[src/rtl/jellyvl_etherneco_syncgpio_pkg.sv]
// Shared types and constants for the EtherNeco sync-GPIO controller.
package jellyvl_etherneco_syncgpio_pkg;

  typedef enum logic [1:0] {
    IDLE   = 2'd0,
    ACTIVE = 2'd1,
    COMMIT = 2'd2
  } state_t;

  localparam logic [7:0] DEFAULT_FRAME_TYPE = 8'h20;

endpackage

[src/rtl/jellyvl_etherneco_syncgpio_watchdog.sv]
// Loss-of-sync watchdog: counts cycles since the last clear, saturating at
// TIMEOUT_CYCLES, and flags timeout once the limit is reached.
module jellyvl_etherneco_syncgpio_watchdog #(
  parameter int unsigned TIMEOUT_CYCLES = 1000000
) (
  input  logic reset,
  input  logic clk,
  input  logic clear,
  input  logic enable,
  output logic timeout
);

  localparam int unsigned CW = $clog2(TIMEOUT_CYCLES + 1);
  localparam logic [CW-1:0] LIMIT = CW'(TIMEOUT_CYCLES);

  logic [CW-1:0] cnt_q, cnt_d;
  logic          timeout_q, timeout_d;

  always_comb begin
    cnt_d = cnt_q;
    if (clear) begin
      cnt_d = '0;
    end else if (enable && (cnt_q != LIMIT)) begin
      cnt_d = cnt_q + CW'(1);
    end
    timeout_d = (cnt_d == LIMIT);
  end

  always_ff @(posedge clk) begin
    if (!reset) begin
      cnt_q     <= '0;
      timeout_q <= 1'b0;
    end else begin
      cnt_q     <= cnt_d;
      timeout_q <= timeout_d;
    end
  end

  assign timeout = timeout_q;

endmodule

[src/rtl/jellyvl_etherneco_syncgpio_controller.sv]
// Sync-GPIO slave sequencer: freezes the tx image during a frame, commits rx
// data and swaps in the user shadow image on each good frame.
module jellyvl_etherneco_syncgpio_controller
  import jellyvl_etherneco_syncgpio_pkg::*;
#(
  parameter int unsigned GLOBAL_BYTES   = 4,
  parameter int unsigned LOCAL_BYTES    = 4,
  parameter logic [7:0]  FRAME_TYPE     = DEFAULT_FRAME_TYPE,
  parameter int unsigned TIMEOUT_CYCLES = 1000000
) (
  input  logic                      reset,
  input  logic                      clk,
  input  logic                      rx_start,
  input  logic                      rx_end,
  input  logic                      rx_error,
  input  logic [7:0]                rx_type,
  input  logic [GLOBAL_BYTES*8-1:0] global_rx_data,
  input  logic [LOCAL_BYTES*8-1:0]  local_rx_data,
  output logic [GLOBAL_BYTES*8-1:0] global_tx_mask,
  output logic [GLOBAL_BYTES*8-1:0] global_tx_data,
  output logic [LOCAL_BYTES*8-1:0]  local_tx_mask,
  output logic [LOCAL_BYTES*8-1:0]  local_tx_data,
  input  logic [GLOBAL_BYTES*8-1:0] s_global_mask,
  input  logic [GLOBAL_BYTES*8-1:0] s_global_data,
  input  logic [LOCAL_BYTES*8-1:0]  s_local_mask,
  input  logic [LOCAL_BYTES*8-1:0]  s_local_data,
  input  logic                      s_valid,
  output logic                      s_ready,
  output logic [GLOBAL_BYTES*8-1:0] m_global_data,
  output logic [LOCAL_BYTES*8-1:0]  m_local_data,
  output logic                      m_valid,
  output logic                      busy,
  output logic                      timeout,
  output logic [15:0]               frame_count,
  output logic [15:0]               error_count
);

  localparam int unsigned GW = GLOBAL_BYTES * 8;
  localparam int unsigned LW = LOCAL_BYTES * 8;

  state_t          state_q, state_d;
  logic [GW-1:0]   act_gmask_q, act_gmask_d, act_gdata_q, act_gdata_d;
  logic [LW-1:0]   act_lmask_q, act_lmask_d, act_ldata_q, act_ldata_d;
  logic [GW-1:0]   sh_gmask_q, sh_gmask_d, sh_gdata_q, sh_gdata_d;
  logic [LW-1:0]   sh_lmask_q, sh_lmask_d, sh_ldata_q, sh_ldata_d;
  logic            pending_q, pending_d;
  logic [GW-1:0]   m_gdata_q, m_gdata_d;
  logic [LW-1:0]   m_ldata_q, m_ldata_d;
  logic            m_valid_q, m_valid_d;
  logic            busy_q, busy_d;
  logic            s_ready_q, s_ready_d;
  logic [15:0]     frame_cnt_q, frame_cnt_d;
  logic [15:0]     err_cnt_q, err_cnt_d;
  logic            err_inc;

  always_comb begin
    state_d     = state_q;
    act_gmask_d = act_gmask_q;
    act_gdata_d = act_gdata_q;
    act_lmask_d = act_lmask_q;
    act_ldata_d = act_ldata_q;
    sh_gmask_d  = sh_gmask_q;
    sh_gdata_d  = sh_gdata_q;
    sh_lmask_d  = sh_lmask_q;
    sh_ldata_d  = sh_ldata_q;
    pending_d   = pending_q;
    m_gdata_d   = m_gdata_q;
    m_ldata_d   = m_ldata_q;
    m_valid_d   = 1'b0;
    frame_cnt_d = frame_cnt_q;
    err_cnt_d   = err_cnt_q;
    err_inc     = 1'b0;

    // s_ready is low in COMMIT, so a load never races the swap below
    if (s_valid && s_ready_q) begin
      sh_gmask_d = s_global_mask;
      sh_gdata_d = s_global_data;
      sh_lmask_d = s_local_mask;
      sh_ldata_d = s_local_data;
      pending_d  = 1'b1;
    end

    case (state_q)
      IDLE: begin
        if (rx_start && (rx_type == FRAME_TYPE)) state_d = ACTIVE;
      end
      ACTIVE: begin
        if (rx_error) begin
          state_d = IDLE;
          err_inc = 1'b1;
        end else if (rx_end) begin
          state_d = COMMIT;
        end else if (rx_start) begin
          err_inc = 1'b1;
        end
      end
      COMMIT: begin
        m_gdata_d   = global_rx_data;
        m_ldata_d   = local_rx_data;
        m_valid_d   = 1'b1;
        frame_cnt_d = frame_cnt_q + 16'd1;
        if (pending_q) begin
          act_gmask_d = sh_gmask_q;
          act_gdata_d = sh_gdata_q;
          act_lmask_d = sh_lmask_q;
          act_ldata_d = sh_ldata_q;
          pending_d   = 1'b0;
        end
        state_d = IDLE;
      end
      default: state_d = IDLE;
    endcase

    if (err_inc && (err_cnt_q != 16'hffff)) err_cnt_d = err_cnt_q + 16'd1;

    busy_d    = (state_d == ACTIVE);
    s_ready_d = (state_d != COMMIT);
  end

  always_ff @(posedge clk) begin
    if (!reset) begin
      state_q     <= IDLE;
      act_gmask_q <= '0;
      act_gdata_q <= '0;
      act_lmask_q <= '0;
      act_ldata_q <= '0;
      sh_gmask_q  <= '0;
      sh_gdata_q  <= '0;
      sh_lmask_q  <= '0;
      sh_ldata_q  <= '0;
      pending_q   <= 1'b0;
      m_gdata_q   <= '0;
      m_ldata_q   <= '0;
      m_valid_q   <= 1'b0;
      busy_q      <= 1'b0;
      s_ready_q   <= 1'b0;
      frame_cnt_q <= '0;
      err_cnt_q   <= '0;
    end else begin
      state_q     <= state_d;
      act_gmask_q <= act_gmask_d;
      act_gdata_q <= act_gdata_d;
      act_lmask_q <= act_lmask_d;
      act_ldata_q <= act_ldata_d;
      sh_gmask_q  <= sh_gmask_d;
      sh_gdata_q  <= sh_gdata_d;
      sh_lmask_q  <= sh_lmask_d;
      sh_ldata_q  <= sh_ldata_d;
      pending_q   <= pending_d;
      m_gdata_q   <= m_gdata_d;
      m_ldata_q   <= m_ldata_d;
      m_valid_q   <= m_valid_d;
      busy_q      <= busy_d;
      s_ready_q   <= s_ready_d;
      frame_cnt_q <= frame_cnt_d;
      err_cnt_q   <= err_cnt_d;
    end
  end

  jellyvl_etherneco_syncgpio_watchdog #(
    .TIMEOUT_CYCLES(TIMEOUT_CYCLES)
  ) u_watchdog (
    .reset  (reset),
    .clk    (clk),
    .clear  (state_q == COMMIT),
    .enable (1'b1),
    .timeout(timeout)
  );

  assign global_tx_mask = act_gmask_q;
  assign global_tx_data = act_gdata_q;
  assign local_tx_mask  = act_lmask_q;
  assign local_tx_data  = act_ldata_q;
  assign m_global_data  = m_gdata_q;
  assign m_local_data   = m_ldata_q;
  assign m_valid        = m_valid_q;
  assign busy           = busy_q;
  assign s_ready        = s_ready_q;
  assign frame_count    = frame_cnt_q;
  assign error_count    = err_cnt_q;

endmodule

[config.mk]
export PLATFORM = sky130hd
export DESIGN_NAME = jellyvl_etherneco_syncgpio_controller
export DESIGN_NICKNAME = d
export VERILOG_FILES = /design/src/rtl/jellyvl_etherneco_syncgpio_pkg.sv /design/src/rtl/jellyvl_etherneco_syncgpio_watchdog.sv /design/src/rtl/jellyvl_etherneco_syncgpio_controller.sv
export SDC_FILE = /design/constraint.sdc
export NUM_CORES = 1
export LEC_CHECK = 0
export ABC_AREA = 1
export CAP_MARGIN = 20
export CORE_MARGIN = 2
export CORE_UTILIZATION = 50
export DETAILED_ROUTE_END_ITERATION = 7
export GPL_ROUTABILITY_DRIVEN = 1
export GPL_TIMING_DRIVEN = 0
export HOLD_SLACK_MARGIN = 0.03
export PLACE_DENSITY = 0.95
export REMOVE_ABC_BUFFERS = 1
export SYNTH_ARGS = -nofsm -noshare
export SYNTH_HDL_FRONTEND = slang
export SYNTH_SLANG_ARGS = --single-unit
[constraint.sdc]
create_clock -name clk -period 4.71 [get_ports clk]
set_clock_uncertainty 0.15 [all_clocks]
set_input_delay 0.7065 -clock clk [delete_from_list [all_inputs] [get_ports clk]]
set_output_delay 0.7065 -clock clk [all_outputs]
set_load 0.1 [all_outputs]
==> metrics <==
most frequent cells in the layout clkdlybuf4s50_1, dfxtp_1, nand2_1, nor2_1, a21oi_1; die height between 150 and 200 µm; post-CTS resize count 0; clock slew at reported path FFs ~0.06 ns; vias in the first global route 13220; status finished clean; register area share after synthesis 55.28%; Port Buf Inserts 433; Critical Path RT 3.85 ns; Initial Utilization between 50 and 60%; total die area approximately 29000 µm²; Netlist Area Pre-Place 13720 µm²; htree depth 2; fraction of layout cells with a size suffix above 1 under 10%; Rows 60; hold_buf cts 0; setup ws final 1.623 ns; final-report setup violation count 0; ratio of final minimum period to clock period 65.54%; CP Launch Type flip-flop; max_cap viols 0; initial antenna violation count 3; Post-CTS Setup Bufs 0; post-synthesis cell type count 37; Arr. time, crit path ~2.2 ns; Nets between 2000 and 2500; CTS Buf Count 40; commonest non-fill, non-tap cell in the layout clkdlybuf4s50_1; crit-path leading delay family buffers and inverters; Util after Layout 72.84%; ranking of synthesized cells by area dfxtp_1, nand2_1, nor2_1; Clock Latency Late Sink around 0.52 ns; Cell Chain, Critical Path clkdlybuf4s50_1; Pre-antenna DRT Iters 5; f_max approximately 0.32 GHz; Synth Warn # 0; Hold Vio Cnt, Final 0; worst slew pin tran between 1 and 1.5 ns; Rel. slew slack 27.75%; top-area cell type share of the netlist area 55.28%; post-layout min period about 3 ns; CP peak stage delay around 1.2 ns; final slew viol count 0; area of the core between 20000 and 30000 µm²; via count around 13000; CTS tree built; Overall Global Routing Usage roughly 29%; Power Total 6952 µW; CP max-delay cell clkdlybuf4s50_1; RSZ-0062 raised after global routing no; crit end category primary output; P_leak between 0.007 and 0.008 µW; Detail Route Antenna Nets 0; Routability Congestion around 0.9; grt ovf 0; filler cell count in the final layout 1759; largest net degree at the start of global routing between 90 and 100; clock sinks 379; Max Root-Sink Buffers 3; #FFs+latches synth roughly 380; Final Routed Wirelength 44190 µm; root buf cell clkbuf_16; WL/cell between 15 and 20 µm; Syn Inst Count roughly 1700; chip width approximately 170 µm; drt initial violations 1185; post-synthesis area per instance approximately 8.1 µm²; first-pass GRT wire length between 60000 and 70000 µm; dpl ws ~1.4 ns; peak supply drop about 0.00032 V; I/O pin count around 430; DRC 0; dpl hpwl 29080 µm; Synth area leader dfxtp_1; hold crit path type reg2reg; Pwr Density 354.1 nW/µm²; vias per cell between 5 and 6; area delta synth->final 43.04%; CP Max Fanout 7; CP bufs+invs 1; CP Class reg2out
## through the flow
step / hold slack (ns) / std cells / cell area (µm²) / setup TNS [ns]
floorplan: 0.2915 / 1598 / 13250 / -81.82
global placement: 0.2945 / 2372 / 18010 / -1834.36
detailed placement: 0.3037 / 2381 / 18280 / 0
CTS: 0.3051 / 2451 / 19620 / 0
global route: 0.3258 / 2453 / 19630 / 0
finish: 0.2971 / 2454 / 19630 / 0
## metal layers
| metal | up-vias | part of all wire, % | track usage, % | wire [µm] |
|---|---|---|---|---|
| met4 | 0 | 6.0 | 17.02 | 2648 |
| met2 | 606 | 49 | 50.03 | 21800 |
| met1 | 6343 | 37 | 33.80 | 16510 |
| met3 | 180 | 7.3 | 6.576 | 3238 |
| li1 | 6338 | - | - | - |
| met5 | - | 0 | 0 | 0 |
## power by group
part | switching (µW) | internal, µW | leakage (µW)
registers | 42.2 | 3280 | 0.00308
clock network | 1260 | 1940 | 0.000662
logic | 200 | 219 | 0.00342
## registers in the layout (all words and copies together), names as in the netlist, 20 cells and up
signal / count
global_tx_data: 32
local_tx_mask: 32
sh_ldata_q: 32
global_tx_mask: 32
m_global_data: 32
m_local_data: 32
sh_gdata_q: 32
local_tx_data: 32
u_watchdog.cnt_q: 20
sh_gmask_q: 32
sh_lmask_q: 32
## synthesized netlist by cell type (all sizes together)
| cell type | instances |
|---|---|
| clkbuf | 68 |
| a21o | 1 |
| o21bai | 1 |
| nor3 | 22 |
| ha | 4 |
| o21a | 1 |
| nand4 | 16 |
| nor2 | 322 |
| xnor2 | 3 |
| dfxtp | 379 |
| nand2 | 347 |
| inv | 62 |
| nand3b | 2 |
| a31o | 1 |
| or2 | 2 |
| nor4 | 4 |
| a211oi | 2 |
| o21ai | 150 |
| and3 | 1 |
| buf | 38 |
| xor2 | 6 |
| a31oi | 3 |
| a22o | 65 |
| nor3b | 3 |
| a21oi | 165 |
| nand3 | 36 |
## worst paths after layout
path                                    start                        endpoint  slack (ns)  cells past startpoint
setup / recovery  error_count[7]$_SDFFE_PN0P_                  error_count[7]        1.62                      1
hold / removal    sh_lmask_q[19]$_SDFFE_PN0P_  local_tx_mask[19]$_SDFFE_PN0P_        0.30                      2
setup reg to reg        state_q[1]$_SDFF_PN0_  local_tx_mask[31]$_SDFFE_PN0P_        2.09                      7
hold reg to reg   sh_lmask_q[19]$_SDFFE_PN0P_  local_tx_mask[19]$_SDFFE_PN0P_        0.30                      2
## layout make-up
type	count	area (µm²)	share of cell area, %
well taps	341	426.7	2.173
repair buffers	442	4564	23.25
diodes	3	7.507	0.03824
inverters	62	242.7	1.236
clock inverters	13	178.9	0.9114
clock buffers	57	1166	5.940
multi-input cells	1157	5458	27.80
flip-flops and latches	379	7587	38.65
## kinds of logic (layout without fill, tap and decap cells)
kind of cell             Yosys count  after routing  share of synthesized area (%)
XOR/XNOR                           9              9                         0.5744
other                              0              3                              0
flip-flops                       379            379                          55.28
AND/OR/NAND/NOR                  755            755                          22.42
buffers and inverters            168            574                          5.169
adder cells (fa/ha/maj)            4              4                         0.3647
AO/OA/AOI/OAI                    389            389                          16.19
Power figures use the tool's default switching activity.
